[src/rtl/dcache_req_arbiter.sv]
// Round-robin arbiter of NUM_REQ requesters onto one HPDcache port, sid = requester+1; responses routed back by sid.
// Latency: zero-cycle request path and zero-cycle response routing; state updates on the next clk_i edge.
// Backpressure: a stalled grant stays locked until dcache_ready_i. DCACHE_ARB_FIXED_PRIO_EN selects fixed priority.
package hpdcache_pkg;
  typedef enum logic [3:0] {
    HPDCACHE_REQ_LOAD, HPDCACHE_REQ_STORE, HPDCACHE_REQ_CMO,
    HPDCACHE_REQ_AMO_LR, HPDCACHE_REQ_AMO_SC, HPDCACHE_REQ_AMO_SWAP, HPDCACHE_REQ_AMO_ADD,
    HPDCACHE_REQ_AMO_AND, HPDCACHE_REQ_AMO_OR, HPDCACHE_REQ_AMO_XOR, HPDCACHE_REQ_AMO_MAX,
    HPDCACHE_REQ_AMO_MAXU, HPDCACHE_REQ_AMO_MIN, HPDCACHE_REQ_AMO_MINU
  } hpdcache_req_op_t;

  typedef struct packed {
    logic [31:0]      addr;
    logic [31:0]      wdata;
    hpdcache_req_op_t op;
    logic             need_rsp;
    logic [2:0]       sid;
    logic [3:0]       tid;
  } hpdcache_req_t;

  typedef struct packed {
    logic [31:0] rdata;
    logic [2:0]  sid;
    logic [3:0]  tid;
    logic        error;
  } hpdcache_rsp_t;

  function automatic logic is_amo(input hpdcache_req_op_t op);
    return (op >= HPDCACHE_REQ_AMO_LR) && (op <= HPDCACHE_REQ_AMO_MINU);
  endfunction
endpackage

module dcache_req_arbiter
  import hpdcache_pkg::*;
#(
  parameter int unsigned NUM_REQ         = 3,
  parameter int unsigned MAX_OUTSTANDING = 8
) (
  input  logic                         clk_i,
  input  logic                         rstn_i,
  input  logic          [NUM_REQ-1:0]  req_valid_i,
  output logic          [NUM_REQ-1:0]  req_ready_o,
  input  hpdcache_req_t [NUM_REQ-1:0]  req_i,
  output logic          [NUM_REQ-1:0]  rsp_valid_o,
  output hpdcache_rsp_t                rsp_o,
  output logic                         core_req_valid_o,
  input  logic                         dcache_ready_i,
  output hpdcache_req_t                req_dcache_o,
  input  logic                         dcache_valid_i,
  input  hpdcache_rsp_t                rsp_dcache_i,
  input  logic                         drain_i,
  output logic                         drained_o,
  output logic                         sid_err_o
);
  localparam int unsigned CW = $clog2(MAX_OUTSTANDING + 1);
  localparam int unsigned PW = (NUM_REQ > 1) ? $clog2(NUM_REQ) : 1;
  localparam logic [CW-1:0] CNT_MAX = CW'(MAX_OUTSTANDING);

  typedef enum logic [1:0] {RUN, AMO_WAIT, DRAIN} state_t;

  state_t                      state_q, state_d;
  logic [PW-1:0]               rr_ptr_q, rr_ptr_d;
  logic [PW-1:0]               lock_idx_q, lock_idx_d;
  logic                        lock_q, lock_d;
  logic [NUM_REQ-1:0][CW-1:0]  cnt_q, cnt_d;
  logic [2:0]                  amo_sid_q, amo_sid_d;
  logic [3:0]                  amo_tid_q, amo_tid_d;

  logic [NUM_REQ-1:0] elig, inc_v;
  logic [PW-1:0]      win;
  logic               found, hs, cnt_zero_hit, all_zero, amo_done;

  // Only requests that expect a response consume an outstanding slot.
  always_comb begin
    for (int i = 0; i < int'(NUM_REQ); i++) begin
      elig[i] = req_valid_i[i] && (!req_i[i].need_rsp || (cnt_q[i] < CNT_MAX));
    end
  end

  always_comb begin
    int j;
    found = 1'b0;
    win   = '0;
    j     = 0;
    for (int k = 0; k < int'(NUM_REQ); k++) begin
      j = int'(rr_ptr_q) + k;
      if (j >= int'(NUM_REQ)) j = j - int'(NUM_REQ);
      if (!found && elig[j[PW-1:0]]) begin
        found = 1'b1;
        win   = j[PW-1:0];
      end
    end
    if (lock_q) begin
      found = 1'b1;
      win   = lock_idx_q;
    end
  end

  always_comb begin
    core_req_valid_o = rstn_i && (state_q == RUN) && found;
    hs               = core_req_valid_o && dcache_ready_i;
    req_ready_o      = hs ? (NUM_REQ'(1) << win) : '0;
    req_dcache_o     = req_i[win];
    req_dcache_o.sid = 3'(win) + 3'd1;
  end

  // Response routing; an unmapped sid matches no bit and so never touches a counter.
  always_comb begin
    rsp_o        = rsp_dcache_i;
    cnt_zero_hit = 1'b0;
    all_zero     = 1'b1;
    for (int i = 0; i < int'(NUM_REQ); i++) begin
      rsp_valid_o[i] = dcache_valid_i && (rsp_dcache_i.sid == 3'(i + 1));
      if (rsp_valid_o[i] && (cnt_q[i] == '0)) cnt_zero_hit = 1'b1;
      if (cnt_q[i] != '0) all_zero = 1'b0;
    end
    sid_err_o = rstn_i && dcache_valid_i && (!(|rsp_valid_o) || cnt_zero_hit);
    drained_o = (state_q == DRAIN) && all_zero;
    amo_done  = dcache_valid_i && (rsp_dcache_i.sid == amo_sid_q) && (rsp_dcache_i.tid == amo_tid_q);
  end

  always_comb begin
    for (int i = 0; i < int'(NUM_REQ); i++) begin
      inc_v[i] = hs && (win == PW'(i)) && req_dcache_o.need_rsp;
      cnt_d[i] = cnt_q[i];
      if (inc_v[i] && !rsp_valid_o[i]) begin
        cnt_d[i] = cnt_q[i] + 1'b1;
      end else if (rsp_valid_o[i] && !inc_v[i] && (cnt_q[i] != '0)) begin
        cnt_d[i] = cnt_q[i] - 1'b1;
      end
    end
  end

  always_comb begin
    state_d    = state_q;
    rr_ptr_d   = rr_ptr_q;
    lock_d     = lock_q;
    lock_idx_d = lock_idx_q;
    amo_sid_d  = amo_sid_q;
    amo_tid_d  = amo_tid_q;

    if (hs) begin
      lock_d   = 1'b0;
      rr_ptr_d = (win == PW'(NUM_REQ - 1)) ? '0 : win + 1'b1;
    end else if (core_req_valid_o) begin
      lock_d     = 1'b1;
      lock_idx_d = win;
    end
`ifdef DCACHE_ARB_FIXED_PRIO_EN
    rr_ptr_d = '0;
`endif

    // An AMO handshake wins over a simultaneous drain request; drain follows its response.
    case (state_q)
      RUN: begin
        if (hs && is_amo(req_dcache_o.op)) begin
          state_d   = AMO_WAIT;
          amo_sid_d = req_dcache_o.sid;
          amo_tid_d = req_dcache_o.tid;
        end else if (drain_i && !lock_d) begin
          state_d = DRAIN;
        end
      end
      AMO_WAIT: if (amo_done) state_d = drain_i ? DRAIN : RUN;
      DRAIN:    if (!drain_i) state_d = RUN;
      default:  state_d = RUN;
    endcase
  end

  always_ff @(posedge clk_i or negedge rstn_i) begin
    if (!rstn_i) begin
      state_q    <= RUN;
      rr_ptr_q   <= '0;
      lock_q     <= 1'b0;
      lock_idx_q <= '0;
      cnt_q      <= '0;
      amo_sid_q  <= '0;
      amo_tid_q  <= '0;
    end else begin
      state_q    <= state_d;
      rr_ptr_q   <= rr_ptr_d;
      lock_q     <= lock_d;
      lock_idx_q <= lock_idx_d;
      cnt_q      <= cnt_d;
      amo_sid_q  <= amo_sid_d;
      amo_tid_q  <= amo_tid_d;
    end
  end
endmodule

[config.mk]
export PLATFORM = sky130hd
export DESIGN_NAME = dcache_req_arbiter
export DESIGN_NICKNAME = d
export VERILOG_FILES = /design/src/rtl/dcache_req_arbiter.sv
export SDC_FILE = /design/constraint.sdc
export NUM_CORES = 1
export LEC_CHECK = 0
export CORE_AREA = 10 10 146 148
export CTS_CLUSTER_SIZE = 25
export DETAILED_ROUTE_END_ITERATION = 8
export DIE_AREA = 0 0 156 158
export DONT_BUFFER_PORTS = 1
export PLACE_DENSITY = 0.41
export SYNTH_ARGS = -nofsm -noshare
export SYNTH_HDL_FRONTEND = slang
export SYNTH_SLANG_ARGS = --single-unit
export TNS_END_PERCENT = 20
[constraint.sdc]
create_clock -name clk_i -period 5.8 [get_ports clk_i]
set_input_delay 0.58 -clock clk_i [delete_from_list [all_inputs] [get_ports clk_i]]
set_output_delay 0.58 -clock clk_i [all_outputs]
set_load 0.1 [all_outputs]
==> results.md <==
* Met3 routed wirelength at ~1500 microns
* Slew @ Worst Pin at approximately 1.2 ns
* Post-CTS Setup Bufs at 0
* Worst clock skew at between 0.005 and 0.006 ns
* Multiplexer share of the synthesized area at 0.230
* Slew HR at 0.211
* Initial Utilization at 0.204
* Critical Path RT at 5.22 ns
* H-tree lvl count at 1
* Root Driver: clkbuf_16
* Ratio of cells with drive above 1 in the final layout at 0.282
* Die area at between 0.02 and 0.025 sq mm
* Grt ovf at 0
* Post_cts resized at 0
* Final clock period utilization by the worst path at 0.800
* Finish-stage setup viols at 0
* # rows at 50
* Crit-path slowest cell: a32o_4
* Buf/Inv on CP at 3
* Net count after synthesis at ~780
* Share of the synthesized area in the top cell type at 0.194
* TritonCTS Buffers at 3
* Crit-path cells: inv_1 > ha_1 > nor2_1 > a211oi_1 > a32o_4 > inv_2 > nor2_4 > buf_4 > nand2_1 > o21ai_2
* Cell accounting for the most synthesized area: mux2i_1
* CP Class: flop to output port
* WL final at approximately 17000 microns
* Drt initial violations at around 130
* FF+latch area at roughly 650 sq um
* Origin of the critical flop-to-flop path: rr_ptr_q[0]
* GRT Total Usage at 0.126
* Reg2Reg Setup Slack at 1.20 ns
* Crit. End Element: output port
* Synth cell types at between 50 and 60
* Vias post-DR at 3502
* CTS tree: yes
* RSZ-0062 raised after global routing: false
* Layout Nets at 729
* Gpl congestion at approximately 0.8
* Max Cap Violations at 0
* Cells after synthesis at 490
* Area Overhead vs Synth at 11.2%
* Yosys Warn Count at 0
* Vias in the first global route at ~3800
* Synth Area in Compound Gates at 0.217
* Final Hold Viols at 0
* Clk buf depth at 2
* Highest routed layer: met4
* Most common cell after layout, fill and taps aside: nand2_1
* CTS Hold Bufs at 1
* Die Y at approximately 160 microns
* Adder-Cell Fraction of Synth Area at 0.0426
* CP max FO at between 40 and 50
* Met2 wire length at 8960 microns
* R2r endpoint: amo_tid_q[2]
* Wl on met1 at roughly 6400 microns
* Initial antenna violation count at 0
* Vias per inst at about 5.2
* Prevailing post-synth register cell: dfrtp_1
* Arrival time at the worst endpoint at roughly 4 ns
* Seq/Total Area, Yosys at 0.173
* Drt pass-1 iters at 4
* Largest family of logic cells by synthesized area: multiplexers
* Top delay family on crit path: compound AO/OA/AOI/OAI gates
* Port-buffer cells at 0
* CORE AREA at ~0.018 sq mm
* Top cells by area, synth: mux2i_1, dfrtp_1, o21ai_0, nand2_1, buf_4
* Number of diodes at 0
* Remaining DRCs at 0
* Multi-input logic area at 0.00295 sq mm
* Hold WC Path Type: input port to async pin
* Fillers at about 2000
* F_max at ~220 MHz
* Die X at ~160 microns
* Post-Synth XOR/XNOR Area at 0.0396
* Syn Std Cell Area at between 0.003 and 0.004 sq mm
* Wire length per cell at ~25 microns
* Clk pin slew, worst setup/hold paths at about 0.070 ns
* ANT nets after route at 0
* Commonest non-fill, non-tap cells in the layout: nand2_1, mux2i_1, o21ai_2
* FF-to-FF path depth at 11
* Post-synth ARST share at 1.00
* IO Count at ~400
* Largest net degree at the start of global routing at 55
* Post-synth EDFFs at 0
* First-pass GRT wire length at 24300 microns
* CP max stage delay at ~0.6 ns
* Setup TNS at 0 ns
* Run status: completed
* Skew-Pair Late Insertion Delay at ~0.27 ns
* Crit start category: flop
* Synth Area per Inst at 7.68 sq um
* Num Clock Sinks at 26
* HPWL after DPL at approximately 15000 microns
* Min Tclk post-route at about 4.6 ns
* Simple-gate portion of the synthesized area at 0.173
* Flops & latches, synth at 26
* Max-slew violations at 0
## final cells by class
type | instances | share of cell area
sequential | 26 | 0.156
clock buffer | 3 | 0.0180
inverter | 8 | 0.00718
tap | 234 | 0.0700
timing repair buffer | 17 | 0.0431
multi-input combinational | 386 | 0.706
## how the worst max path moves through the flow
| stage | start | to | slack (ns) | cells past startpoint |
|---|---|---|---|---|
| 2_1_floorplan | req_valid_i[2] | cnt_q[3] | 0.10 | 14 |
| 3_3_place_gp | rr_ptr_q[0] | amo_tid_q[1] | 1.25 | 11 |
| 3_5_place_dp | rr_ptr_q[0] | amo_tid_q[2] | 1.08 | 11 |
| 4_1_cts | rr_ptr_q[0] | amo_tid_q[2] | 1.07 | 11 |
| 5_1_grt | rr_ptr_q[0] | req_dcache_o[8] | 0.85 | 11 |
| 6_report | rr_ptr_q[0] | req_dcache_o[66] | 1.16 | 10 |
## logic make-up after synthesis
logic type / Yosys count
simple gates: 149
compound gates: 126
mux: 83
buf+inv: 78
flops: 26
xor+xnor: 17
fa+ha+maj: 11
## stage by stage
step	hold slack (ns)	util	instance area (sq um)	worst slack, ns	cells
6_report	0.127	0.227	4180	1.16	674
5_1_grt	0.136	0.227	4180	0.849	674
3_5_place_dp	0.286	0.221	4090	1.08	670
2_1_floorplan	0.284	-	3760	0.104	490
3_3_place_gp	0.286	0.221	4090	1.25	670
4_1_cts	0.134	0.227	4180	1.07	674
## worst register-to-register path, stage by stage, from the launching register on
cell and delay, ns:
dfrtp_1 0.40, inv_1 0.06, ha_1 0.38, nor2_1 0.12, a211oi_1 0.41, a32o_4 0.60
buf_4 0.69, nand3_1 0.22, nand2_1 0.76, a31oi_2 0.24, o21ai_4 0.26, mux2_4 0.35
## synth_stat cells (4+ instances only)
cell,count
a21o_1,5
a21oi_1,8
buf_2,10
buf_4,43
clkbuf_1,16
dfrtp_1,26
ha_1,8
inv_1,7
mux2_2,4
mux2_4,6
mux2i_1,73
nand2_1,98
nand3_1,9
nor2_1,15
o21ai_0,75
o21ai_1,5
xnor2_1,11
xor2_1,6
## registers in the layout, indices dropped and copies added (netlist names)
name        flops
cnt_q          12
amo_sid_q       3
amo_tid_q       4
lock_q          1
lock_idx_q      2
state_q         2
rr_ptr_q        2
## routing by layer
metal	global-route usage	up-vias
met4	0.0171	0
li1	-	1616
met1	0.140	1641
met5	0	-
met3	0.0448	7
met2	0.232	238
Power is left out: the tool's default activity adds up to more than one toggle a clock period on the data nets, which glitch-free logic cannot reach.
